File: config.mk
export PLATFORM = sky130hd
export DESIGN_NAME = wordle_guess_scorer
export DESIGN_NICKNAME = d
export VERILOG_FILES = /design/src/rtl/wordle_guess_scorer.sv
export SDC_FILE = /design/constraint.sdc
export NUM_CORES = 1
export LEC_CHECK = 0
export ABC_CLOCK_PERIOD_IN_PS = 8150
export CORE_MARGIN = 2
export CORE_UTILIZATION = 40
export CTS_CLUSTER_DIAMETER = 120
export CTS_CLUSTER_SIZE = 28
export DETAILED_ROUTE_END_ITERATION = 12
export GPL_TIMING_DRIVEN = 0
export PLACE_DENSITY = 0.62
export SLEW_MARGIN = 25
export SYNTH_ARGS = -nofsm -noshare
export SYNTH_HDL_FRONTEND = slang
export SYNTH_SLANG_ARGS = --single-unit
File: constraint.sdc
create_clock -name board_clk -period 8.15 [get_ports board_clk]
set_input_delay 0.815 -clock board_clk [delete_from_list [all_inputs] [get_ports board_clk]]
set_output_delay 0.815 -clock board_clk [all_outputs]
set_load 0.05 [all_outputs]
File: src/rtl/wordle_guess_scorer.sv
// Scores one 5-letter guess against the target word in two passes (green, then yellow)
// and emits one colour write per tile. Optional macro: DUP_LETTER_EN (consuming yellow rule).
module wordle_guess_scorer #(
  parameter int LETTER_W = 8,
  parameter int WORD_LEN = 5,
  parameter int NUM_ROWS = 6
) (
  input  logic                         board_clk,
  input  logic                         reset,
  input  logic                         start,
  input  logic [WORD_LEN*LETTER_W-1:0] guess,
  input  logic [WORD_LEN*LETTER_W-1:0] target,
  input  logic [2:0]                   row_idx,
  output logic                         busy,
  output logic                         done,
  output logic                         err,
  output logic                         win,
  output logic                         wr_en,
  output logic [2:0]                   wr_row,
  output logic [2:0]                   wr_col,
  output logic [2:0]                   wr_color
);

  localparam logic [2:0] LAST_COL  = 3'(WORD_LEN - 1);
  localparam logic [2:0] C_GREEN   = 3'b010;
  localparam logic [2:0] C_YELLOW  = 3'b110;
  localparam logic [2:0] C_MISS    = 3'b111;

  typedef enum logic [1:0] {S_IDLE, S_GREEN, S_YELLOW, S_DONE} state_t;

  state_t                       r_state;
  logic [2:0]                   r_col;
  logic [WORD_LEN*LETTER_W-1:0] r_guess, r_target;
  logic [WORD_LEN-1:0]          r_green;
  logic                         r_busy, r_done, r_err, r_win, r_wr_en;
  logic [2:0]                   r_wr_row, r_wr_col, r_wr_color;
`ifdef DUP_LETTER_EN
  logic [WORD_LEN-1:0]          r_used;
  logic [WORD_LEN-1:0]          w_used_base, w_hit_vec;
`endif
  logic [WORD_LEN-1:0]          w_green_upd, w_mask, w_used_next;
  logic [2:0]                   w_sel_col, w_color;
  logic [LETTER_W-1:0]          w_sel_letter;
  logic                         w_yel_hit;

  function automatic logic [LETTER_W-1:0] get_letter(
    input logic [WORD_LEN*LETTER_W-1:0] word, input logic [2:0] idx);
    return word[(WORD_LEN-1-int'(idx))*LETTER_W +: LETTER_W];
  endfunction

  // Next write is computed one cycle ahead so the colour outputs can stay registered;
  // the first yellow column is evaluated on the last green cycle with the final green mask.
  always_comb begin
    w_green_upd = r_green;
    w_green_upd[r_col] = (get_letter(r_guess, r_col) == get_letter(r_target, r_col));
    w_sel_col = (r_state == S_GREEN || r_col == LAST_COL) ? 3'd0 : r_col + 3'd1;
    w_mask = (r_state == S_GREEN) ? w_green_upd : r_green;
    w_sel_letter = get_letter(r_guess, w_sel_col);
    w_yel_hit = 1'b0;
    w_used_next = '0;
`ifdef DUP_LETTER_EN
    w_used_base = (r_state == S_GREEN) ? w_green_upd : r_used;
    w_hit_vec = '0;
    for (int j = WORD_LEN - 1; j >= 0; j--) begin
      if (!w_used_base[j] && !w_mask[j] && get_letter(r_target, 3'(j)) == w_sel_letter) begin
        w_yel_hit = 1'b1;
        w_hit_vec = '0;
        w_hit_vec[j] = 1'b1;
      end
    end
    w_used_next = w_used_base | (w_mask[w_sel_col] ? '0 : w_hit_vec);
`else
    for (int j = 0; j < WORD_LEN; j++)
      if (get_letter(r_target, 3'(j)) == w_sel_letter) w_yel_hit = 1'b1;
`endif
    w_color = w_mask[w_sel_col] ? C_GREEN : (w_yel_hit ? C_YELLOW : C_MISS);
  end

  always_ff @(posedge board_clk or posedge reset) begin
    if (reset) begin
      r_state    <= S_IDLE;
      r_col      <= '0;
      r_guess    <= '0;
      r_target   <= '0;
      r_green    <= '0;
      r_busy     <= 1'b0;
      r_done     <= 1'b0;
      r_err      <= 1'b0;
      r_win      <= 1'b0;
      r_wr_en    <= 1'b0;
      r_wr_row   <= '0;
      r_wr_col   <= '0;
      r_wr_color <= '0;
`ifdef DUP_LETTER_EN
      r_used     <= '0;
`endif
    end else begin
      r_done <= 1'b0;
      r_err  <= 1'b0;
      case (r_state)
        S_IDLE: begin
          if (start) begin
            if (int'(row_idx) < NUM_ROWS) begin
              r_guess  <= guess;
              r_target <= target;
              r_wr_row <= row_idx;
              r_green  <= '0;
`ifdef DUP_LETTER_EN
              r_used   <= '0;
`endif
              r_col    <= '0;
              r_busy   <= 1'b1;
              r_win    <= 1'b0;
              r_state  <= S_GREEN;
            end else begin
              r_err <= 1'b1;
            end
          end
        end
        S_GREEN: begin
          r_green <= w_green_upd;
          if (r_col == LAST_COL) begin
            r_col      <= '0;
            r_wr_en    <= 1'b1;
            r_wr_col   <= 3'd0;
            r_wr_color <= w_color;
`ifdef DUP_LETTER_EN
            r_used     <= w_used_next;
`endif
            r_state    <= S_YELLOW;
          end else begin
            r_col <= r_col + 3'd1;
          end
        end
        S_YELLOW: begin
          if (r_col == LAST_COL) begin
            r_wr_en <= 1'b0;
            r_busy  <= 1'b0;
            r_done  <= 1'b1;
            r_win   <= &r_green;
            r_state <= S_DONE;
          end else begin
            r_col      <= r_col + 3'd1;
            r_wr_col   <= w_sel_col;
            r_wr_color <= w_color;
`ifdef DUP_LETTER_EN
            r_used     <= w_used_next;
`endif
          end
        end
        default: r_state <= S_IDLE;
      endcase
    end
  end

  assign busy     = r_busy;
  assign done     = r_done;
  assign err      = r_err;
  assign win      = r_win;
  assign wr_en    = r_wr_en;
  assign wr_row   = r_wr_row;
  assign wr_col   = r_wr_col;
  assign wr_color = r_wr_color;

endmodule

==> qor.yml, run 1 <==
status:
  outcome: "complete, no violations"
floorplan:
  floorplan.initialDensity: 0.409
  fp.coreArea_mm2: 0.0152
  fp.dieArea_mm2: 0.0166
  placementRows: 45
  fp.dieW_um: 129
  io_pins: 100
  fp.dieH_um: 129
synthesis:
  async_reset_ff_frac: 1.00
  seq_area_frac_synth: 0.418
  avgSynthCellArea_um2: 10.4
  ys.warnings.count: 0
  synth_edf_count: 0
  synth_top_area_cell: "dfrtp_1"
  syn_inst: 596
  synth-seq-cells: 104
  synth_area_leaders: "dfrtp_1, mux2_2, mux4_1"
  synth_area_mm2: 0.00622
  netlist.area_leader.share: 0.418
  postSynthNetCount: 690
  synth_ff_type: "dfrtp_1"
  synth_cell_types: 62
detailed_routing:
  drc: 0
  ant_nets: 0
  via_per_inst: 5.73
  routed_wl_um: 19300
  wl_per_cell_um: 21.5
  vias: 5156
  dr.pass1.iters: 5
  first_iter_violations: 428
global_route:
  grt_max_degree: 58
  grt-ovfl-total: 0
  grt_pass1_vias: 5157
  antenna_found_initial: 0
  grt_first_pass_wirelength_um: 29800
  grt_use_total: 0.241
final_layout:
  final-instance-count-excl-fill: 900
  drive_above_1_share: 0.162
  layout.nets: 801
  post-route-cell-area_mm2: 0.00780
  syn2layout_area_growth_pct: 25.4
  n_antenna_cell: 0
clock_network:
  numCtsBuffers: 9
  clk_latency_ps: 360
  ctsRootBufferMaster: "clkbuf_16"
  clk_pin_slew_ps: 70
  cts_setup_buffers: 0
  htreeDepth: 3
  clockBufferDepth: 2
  cts_hold_buf: 0
  cts.sinks: 104
  cts_tree: "done"
  postCtsResizedCells: 0
worst_setup_path:
  crit_fanout: 10
  crit_required_ps: 8370
  startpoint_type: "flip-flop"
  path_class: "reg -> reg"
  crit_path_end_kind: "flip-flop"
  arrival_ps: 6750
sta:
  rsz0062_at_grt: "no"
  relSlewSlack: 0.457
  period_share: 0.801
  tightest_slew_ps: 813
  finalSetupTns_ps: 0
  setup_viol: 0
  fin_crit_ps: 6530
  fmax_mhz: 153
  maxSlewViolCount: 0
  hold_viol: 0
  fin_worst_skew_ps: 9.16
worst_hold_path:
  worstHoldPathType: "reg -> reg"
power:
  switching_share: 0.457
  power_frac_comb: 0.573
  p_per_area_mw_per_mm2: 460
  p_int_mw: 1.95
  switchingPower_mw: 1.64
  leakage_nw: 3.31
  vdd_drop_max_mv: 0.167
  clockPowerShare: 0.131
  p_seq_frac: 0.296
placed_design:
  dp_cells: 884
  place_congestion: 0.924
  placed_area_mm2: 0.00748
  portBuffers: 99
  dp_hpwl_um: 14800
run:
  cap_violations: 0
[registers in the layout, indices dropped and copies added, names as in the netlist, 2 cells and up]
register,cells
r_col,3
r_state,2
wr_col,3
r_target,40
wr_color,3
wr_row,3
r_green,5
r_guess,40
[cells in the mapped netlist, types with 2 or more instances]
cell type / instances
dfrtp_1: 104
mux2_2: 83
inv_1: 55
nand2_1: 37
nor2_1: 34
o21ai_0: 29
a21oi_1: 26
clkbuf_1: 24
xnor2_1: 23
o22ai_1: 12
nand3_1: 11
or3_1: 11
a22oi_1: 10
nor4_1: 10
and3_1: 9
mux4_1: 9
ha_1: 8
mux2i_1: 8
mux4_2: 7
xor2_1: 7
nand4_1: 6
a222oi_1: 5
a31oi_1: 5
o211ai_1: 5
a21o_1: 4
o2bb2ai_1: 4
nor3_1: 3
o41ai_1: 3
or2_2: 3
a211oi_1: 2
a21boi_0: 2
a22o_1: 2
buf_1: 2
nand2b_1: 2
nor2b_1: 2
o31ai_1: 2
o32ai_1: 2
[path summary, 6_finish.rpt]
check | slack [ps] | start | cells after the start | endpoint
worst min register to register | 480 | wr_color[2] | 2 | wr_color[2]
worst min-delay path | 480 | wr_color[2] | 2 | wr_color[2]
max in group asynchronous | 6650 | reset | 3 | r_target[21]
worst max-delay path | 1620 | r_col[0] | 17 | wr_color[0]
worst max register to register | 1620 | r_col[0] | 17 | wr_color[0]
min in group asynchronous | 860 | reset | 2 | r_target[30]
[critical path, stage by stage, from the launching register on]
cell	delay, ps
dfrtp_1	370
buf_6	190
clkbuf_1	580
clkbuf_1	440
inv_1	230
ha_1	330
clkbuf_1	520
clkbuf_1	630
nand2_1	250
ha_1	350
buf_1	500
mux4_1	540
or3_1	420
and3_1	200
nor4_1	390
nand4_1	140
o211ai_1	190
o31ai_2	100
[cells in the final DEF, fill, tap and decap left out, types with 7 or more instances in the layout]
cell type        Yosys  routed
clkdlybuf4s50_1      0      99
inv_1               55      54
dfrtp_1            104     104
nand3_1             11      11
xor2_1               7       7
o21ai_0             29      29
nor4_1              10      10
mux2_2              83      83
a21oi_1             26      26
a22oi_1             10      10
or3_1               11      11
o22ai_1             12      12
mux2i_1              8       8
nand2_1             37      37
mux4_2               7       7
and3_1               9       9
xnor2_1             23      23
clkbuf_1            24      25
ha_1                 8       8
nor2_1              34      34
mux4_1               9       9
clkbuf_16            0       9
[kinds of logic after synthesis]
logic type	count (synthesis)	share of synthesized area
AO/OA/AOI/OAI	127	0.136
XOR/XNOR	30	0.0422
adder cells (fa/ha/maj)	8	0.0161
buffers and inverters	84	0.0521
flip-flops	104	0.418
multiplexers	107	0.226
AND/OR/NAND/NOR	136	0.110
[metal layers]
layer  wire length [um]  track usage
met2               8920        0.386
met4                456       0.0857
met3               1060       0.0320
met1               8900        0.339
met5                  0            0
[final cells by class]
type,instances,area (um^2)
Clock inverter,6,90.1
Clock buffer,10,229
Inverter,56,215
Multi-Input combinational cell,408,3300
Buffer,28,114
Sequential cell,104,2600
Timing Repair Buffer,100,1020
Tap cell,188,235
Fill cell,1366,7400
[power by group through the flow]
stage	Combinational, mW	Clock [mW]	Sequential [mW]
after CTS	2.04	0.483	1.05
final	2.06	0.472	1.06
after global routing	2.23	0.502	1.09
after global placement	2.00	0	1.05
after floorplan	1.44	0	1.00
after detailed placement	2.03	0	1.06
[stage by stage]
step / utilization / worst slack [ps] / hold WS [ps] / power, mW
2_1_floorplan: - / 3450 / 488 / 2.44
3_3_place_gp: 0.490 / 1630 / 450 / 3.06
3_5_place_dp: 0.492 / 1710 / 459 / 3.09
4_1_cts: 0.513 / 1670 / 484 / 3.57
5_1_grt: 0.513 / 1310 / 531 / 3.83
6_report: 0.513 / 1620 / 480 / 3.59
(Power assumes the default switching activity.)
==> run 2, diff against run 1 <==
- ABC_CLOCK_PERIOD_IN_PS: 8150 -> 6600
- clock period: 8.15 -> 6.6 ns (I/O delays scaled with it)
==> qor.yml, run 2 (synthesis results as in run 1) <==
worst_setup_path:
  crit_required_ps: 6820  # -1550 ps
  crit_fanout: 10  # unchanged
  startpoint_type: "flip-flop"
  arrival_ps: 6410  # -340 ps
  crit_path_end_kind: "flip-flop"
  path_class: "reg -> reg"
clock_network:
  htreeDepth: 3  # unchanged
  ctsRootBufferMaster: "clkbuf_16"
  cts_hold_buf: 0  # unchanged
  clockBufferDepth: 2  # unchanged
  cts.sinks: 104  # unchanged
  cts_tree: "done"
  numCtsBuffers: 9  # unchanged
  clk_pin_slew_ps: 70  # about the same
  clk_latency_ps: 360  # about the same
detailed_routing:
  vias: 5173  # +0.33%
  drc: 0  # unchanged
  first_iter_violations: 394  # -7.9%
  ant_nets: 0  # unchanged
  wl_per_cell_um: 21.5  # +0.10%
  dr.pass1.iters: 7  # +2
  routed_wl_um: 19400  # +0.10%
  via_per_inst: 5.75  # +0.33%
final_layout:
  layout.nets: 801  # unchanged
  drive_above_1_share: 0.164  # +0.00281
  n_antenna_cell: 0  # unchanged
  layout_common_cells: "dfrtp_1, clkdlybuf4s50_1, mux2_2"
  final_common_cell: "dfrtp_1"
  reg.largest.list: "r_guess: 40 flops, r_target: 40 flops, r_green: 5 flops"
  syn2layout_area_growth_pct: 25.4  # about the same
sta:
  setup_ws_ps: 417  # -1200 ps
  fmax_mhz: 162  # +5.6%
  fin_crit_ps: 6180  # -346 ps
  tightest_slew_ps: 787  # -26.0 ps
  period_share: 0.937  # +0.136
  maxSlewViolCount: 0  # unchanged
  fin_worst_skew_ps: 7.67  # -1.49 ps
  hold_ws_ps: 480  # -0.00200 ps
  rsz0062_at_grt: "no"
  finalSetupTns_ps: 0  # unchanged
  hold_viol: 0  # unchanged
  relSlewSlack: 0.474  # +0.0174
  setup_viol: 0  # unchanged
floorplan:
  fp.dieH_um: 129  # unchanged
  io_pins: 100  # unchanged
  fp.coreArea_mm2: 0.0152  # unchanged
  fp.dieArea_mm2: 0.0166  # unchanged
  placementRows: 45  # unchanged
  floorplan.initialDensity: 0.409  # unchanged
  fp.dieW_um: 129  # unchanged
placed_design:
  portBuffers: 99  # unchanged
  place_ws_ps: 157  # -1550 ps
  place_congestion: 0.924  # unchanged
  dp_hpwl_um: 14800  # unchanged
global_route:
  grt_first_pass_wirelength_um: 29800  # unchanged
  antenna_found_initial: 0  # unchanged
  grt_use_total: 0.241  # unchanged
  grt-ovfl-total: 0  # unchanged
  grt_max_degree: 58  # unchanged
  grt_pass1_vias: 5157  # unchanged
power:
  leakage_nw: 3.31  # +0.20%
  p_per_area_mw_per_mm2: 568  # +23%
  power.total_mw: 4.43  # +24%
  vdd_drop_max_mv: 0.205  # +23%
run:
  cap_violations: 0  # unchanged
status:
  outcome: "complete, no violations"
worst_hold_path:
  worstHoldPathType: "reg -> reg"
run 2: cell types whose count changed in the layout (fill, tap and decap cells not counted):
cell / before / now
clkbuf_1: 25 / 23
clkbuf_2: 0 / 2
run 2: worst max-delay path, stage by stage (launching register included):
cell and delay (ps):
dfrtp_1 370, buf_6 190, clkbuf_2 350, clkbuf_1 420, inv_1 230, ha_1 260
ha_1 230, nor3_4 580, clkinv_1 500, ha_1 420, buf_1 510, mux4_1 530
or3_1 420, and3_1 210, nor4_1 390, nand4_1 140, o211ai_1 190, o31ai_2 100
run 2: what timing repair did:
item | CTS | global route
hold endpoints to repair | 0 | 0
resized for setup | 0 | 4
setup endpoints to repair | 0 | 1
buffers inserted | 0 | 0
run 2: cell type report:
type / instances / area [um^2]
fill: 1367 / 7400
timing repair buffer: 100 / 1020
sequential: 104 / 2600
buffer: 28 / 116
inverter: 56 / 215
multi-input combinational: 408 / 3300
clock buffer: 10 / 229
clock inverter: 6 / 90.1
tap: 188 / 235
run 2: per-layer routing:
metal / GRT usage / part of all wire
met5: 0 / 0
met4: 0.0857 / 0.024
met3: 0.0320 / 0.056
met2: 0.386 / 0.46
met1: 0.339 / 0.46
run 2: through the flow:
stage          area [um^2]  std cells  utilization
2_1_floorplan         6220        596            -
3_3_place_gp          7450        883        0.490
3_5_place_dp          7480        884        0.492
4_1_cts               7800        900        0.513
5_1_grt               7800        900        0.513
6_report              7800        900        0.513
run 2: final timing paths:
| check | start | end | slack [ps] | depth (start not counted) |
|---|---|---|---|---|
| worst max-delay path | r_col[0] | wr_color[0] | 420 | 17 |
| worst min-delay path | wr_color[2] | wr_color[2] | 480 | 2 |
| worst max register to register | r_col[0] | wr_color[0] | 420 | 17 |
| worst min register to register | wr_color[2] | wr_color[2] | 480 | 2 |
| max in group asynchronous | reset | r_target[21] | 5260 | 3 |
| min in group asynchronous | reset | r_target[30] | 710 | 2 |
run 2: power by group:
group	internal, mW	switching (mW)	total, mW
clock	0.335	0.245	0.579
combinational	1.14	1.40	2.54
sequential	0.930	0.383	1.31
==> run 3, diff against run 2 <==
--- a/config.mk
+++ b/config.mk
@@ -6,4 +6,5 @@
 export NUM_CORES = 1
 export LEC_CHECK = 0
+export ABC_AREA = 1
 export ABC_CLOCK_PERIOD_IN_PS = 6600
 export CORE_MARGIN = 2
==> constraint.sdc (replaced) <==
create_clock -name board_clk -period 6.6 [get_ports board_clk]
set_input_delay 0.66 -clock board_clk [delete_from_list [all_inputs] [get_ports board_clk]]
set_output_delay 0.66 -clock board_clk [all_outputs]
set_load 0.1 [all_outputs]
==> qor.yml, run 3 <==
final_layout:
  layout.nets: 1007  # +26%
  final_common_cell: "nand2_1"
  reg.largest.list: "r_guess: 40 flops, r_target: 40 flops, r_green: 5 flops"
  seqCellArea_mm2: 0.00260  # unchanged
  post-route-cell-area_mm2: 0.00785  # +0.61%
  syn2layout_area_growth_pct: 25.7
  n_antenna_cell: 0  # unchanged
  layout_common_cells: "nand2_1, dfrtp_1, clkdlybuf4s50_1"
  multi_input_area_mm2: 0.00316  # -4.3%
  fillCellCount: 1539  # +13%
  drive_above_1_share: 0.127  # -0.0369
placed_design:
  place_congestion: 0.907  # -1.9%
  portBuffers: 99  # unchanged
  dp_hpwl_um: 13800  # -7.2%
  placed_area_mm2: 0.00754  # +0.72%
sta:
  maxSlewViolCount: 0  # unchanged
  finalSetupTns_ps: 0  # unchanged
  fin_crit_ps: 4480  # -1700 ps
  setup_viol: 0  # unchanged
  rsz0062_at_grt: "no"
  tightest_slew_ps: 961  # +174 ps
  fin_worst_skew_ps: 8.67  # +1.00 ps
  fmax_mhz: 223  # +38%
  period_share: 0.679  # -0.258
  hold_viol: 0  # unchanged
  hold_ws_ps: 481  # +0.948 ps
  relSlewSlack: 0.358  # -0.117
worst_setup_path:
  startpoint_type: "flip-flop"
  crit_path_end_kind: "flip-flop"
  path_cells: "inv_2 > buf_2 > ha_1 > buf_4 > inv_2 > buf_6 > nor2_1 > inv_1 > ha_1 > buf_2 > inv_1 > clkbuf_1 > nand3_1 > nand3_2 > nand3_2 > xor2_1 > o21ai_1 > nor2_1 > nand2_1 > nand3_1 > nor2_1 > nand3_1 > nand2_1"
  crit_fanout: 10  # unchanged
  r2r_start: "r_col[0]"
  path_delay_family: "buffers and inverters"
  ff2ff_setup_slack_ps: 2120  # +1700 ps
  path_class: "reg -> reg"
  crit_end: "wr_color[0]"
  ff2ff_path_depth: 23  # +6
  crit_cells: 23  # +6
  arrival_ps: 4730  # -1680 ps
  timing.rr.end: "wr_color[0]"
  max_stage_delay_ps: 420  # -160 ps
  startpoint: "r_col[0]"
  crit_buf_inv: 9  # +3
  cp_slowest_cell: "dfrtp_1"
  crit_required_ps: 6850  # +30 ps
detailed_routing:
  wl_per_cell_um: 16.4  # -24%
  routed_wl_um: 18500  # -4.5%
  first_iter_violations: 521  # +32%
  drc: 0  # unchanged
  vias: 5784  # +12%
  ant_nets: 0  # unchanged
  via_per_inst: 5.12  # -11%
  dr.pass1.iters: 5  # -2
synthesis:
  synth_top_area_cell: "dfrtp_1"
  seq_area_frac_synth: 0.416  # -0.00167
  async_reset_ff_frac: 1.00  # unchanged
  synth_area_mm2: 0.00625  # +0.40%
  netlist.area_leader.share: 0.416  # -0.00167
  avgSynthCellArea_um2: 7.79  # -25%
  postSynthNetCount: 896  # +30%
  synth_ff_type: "dfrtp_1"
  yosys-top-cells-count: "nand2_1, dfrtp_1, nand3_1"
  synth_edf_count: 0  # unchanged
  synth_cell_types: 39  # -37%
  ys.warnings.count: 0  # unchanged
  syn_inst: 802  # +35%
  yosysMostFrequentCell: "nand2_1"
  synth_area_leaders: "dfrtp_1, nand2_1, mux2_2"
  synth-seq-cells: 104  # unchanged
clock_network:
  ctsRootBufferMaster: "clkbuf_16"
  clk_latency_ps: 360  # about the same
  htreeDepth: 3  # unchanged
  postCtsResizedCells: 0  # unchanged
  cts_tree: "done"
  cts_hold_buf: 0  # unchanged
  cts_setup_buffers: 0  # unchanged
  clockBufferDepth: 2  # unchanged
  clk_pin_slew_ps: 70  # about the same
  numCtsBuffers: 9  # unchanged
  cts.sinks: 104  # unchanged
global_route:
  grt_first_pass_wirelength_um: 29900  # +0.16%
  grt-ovfl-total: 0  # unchanged
  grt_pass1_vias: 5797  # +12%
  grt_max_degree: 62  # +6.9%
  antenna_found_initial: 0  # unchanged
  grt_use_total: 0.234  # -0.00751
floorplan:
  floorplan.initialDensity: 0.410  # about the same
  placementRows: 45  # unchanged
  fp.coreArea_mm2: 0.0153  # +0.37%
  fp.dieH_um: 129  # +0.19%
  io_pins: 100  # unchanged
  fp.dieArea_mm2: 0.0166  # +0.39%
  fp.dieW_um: 129  # +0.19%
status:
  outcome: "complete, no violations"
power:
  power.total_mw: 4.70  # +6.0%
  vdd_drop_max_mv: 0.266  # +30%
  leakage_nw: 3.79  # +14%
  p_per_area_mw_per_mm2: 598  # +5.3%
run:
  cap_violations: 0  # unchanged
worst_hold_path:
  worstHoldPathType: "reg -> reg"
-- run 3: cell types whose count changed after synthesis, sizes merged, moves of 11 or more --
cell	previous run	this run
a21oi	26	64
buf	4	19
inv	55	79
mux2	83	38
mux4	16	0
nand2	37	221
nand3	11	91
nor2	34	77
or3	11	0
xnor2	23	3
xor2	7	18
-- run 3: kinds of logic (layout without fill, tap and decap cells) --
| logic type | Yosys count | count (layout) | share of synthesized area |
|---|---|---|---|
| flops | 104 | 104 | 0.417 |
| mux | 39 | 39 | 0.0701 |
| xor+xnor | 21 | 21 | 0.0294 |
| compound gates | 101 | 101 | 0.0889 |
| simple gates | 416 | 416 | 0.301 |
| buf+inv | 113 | 229 | 0.0783 |
| fa+ha+maj | 8 | 8 | 0.0160 |
-- run 3: layout make-up --
cell class              instances  area share
multi-input cells             585       0.402
repair buffers                100       0.130
clock inverters                 3     0.00829
plain buffers                  33      0.0231
flip-flops and latches        104       0.331
well taps                     211      0.0336
clock buffers                  13      0.0319
inverters                      80      0.0398
-- run 3: layer usage --
layer  part of all wire  vias to the layer above  GRT usage
met5                  0                        -          0
met4              0.019                        0     0.0691
met3              0.063                       24     0.0420
met2               0.46                      222      0.386
met1               0.46                     2704      0.315
li1                   -                     2834          -
-- run 3: worst min-delay path by stage --
stage | start | cells past startpoint | slack [ps] | end
finish | wr_color[1] | 1 | 480 | wr_color[1]
global route | wr_color[1] | 1 | 500 | wr_color[1]
CTS | wr_color[1] | 1 | 480 | wr_color[1]
detailed placement | wr_color[1] | 1 | 460 | wr_color[1]
global placement | wr_color[1] | 1 | 460 | wr_color[1]
floorplan | r_guess[8] | 1 | 500 | r_guess[8]
-- run 3: power breakdown --
part	switching [mW]	internal, mW	total [mW]
clock	0.242	0.343	0.585
combinational	1.91	1.03	2.94
sequential	0.243	0.927	1.17
-- run 3: metrics by stage --
step	std cells	utilization	setup slack [ps]
after global placement	1112	0.492	1490
after global routing	1129	0.515	1850
after CTS	1129	0.515	2220
after detailed placement	1113	0.494	2260
final	1129	0.515	2120
after floorplan	802	-	3210
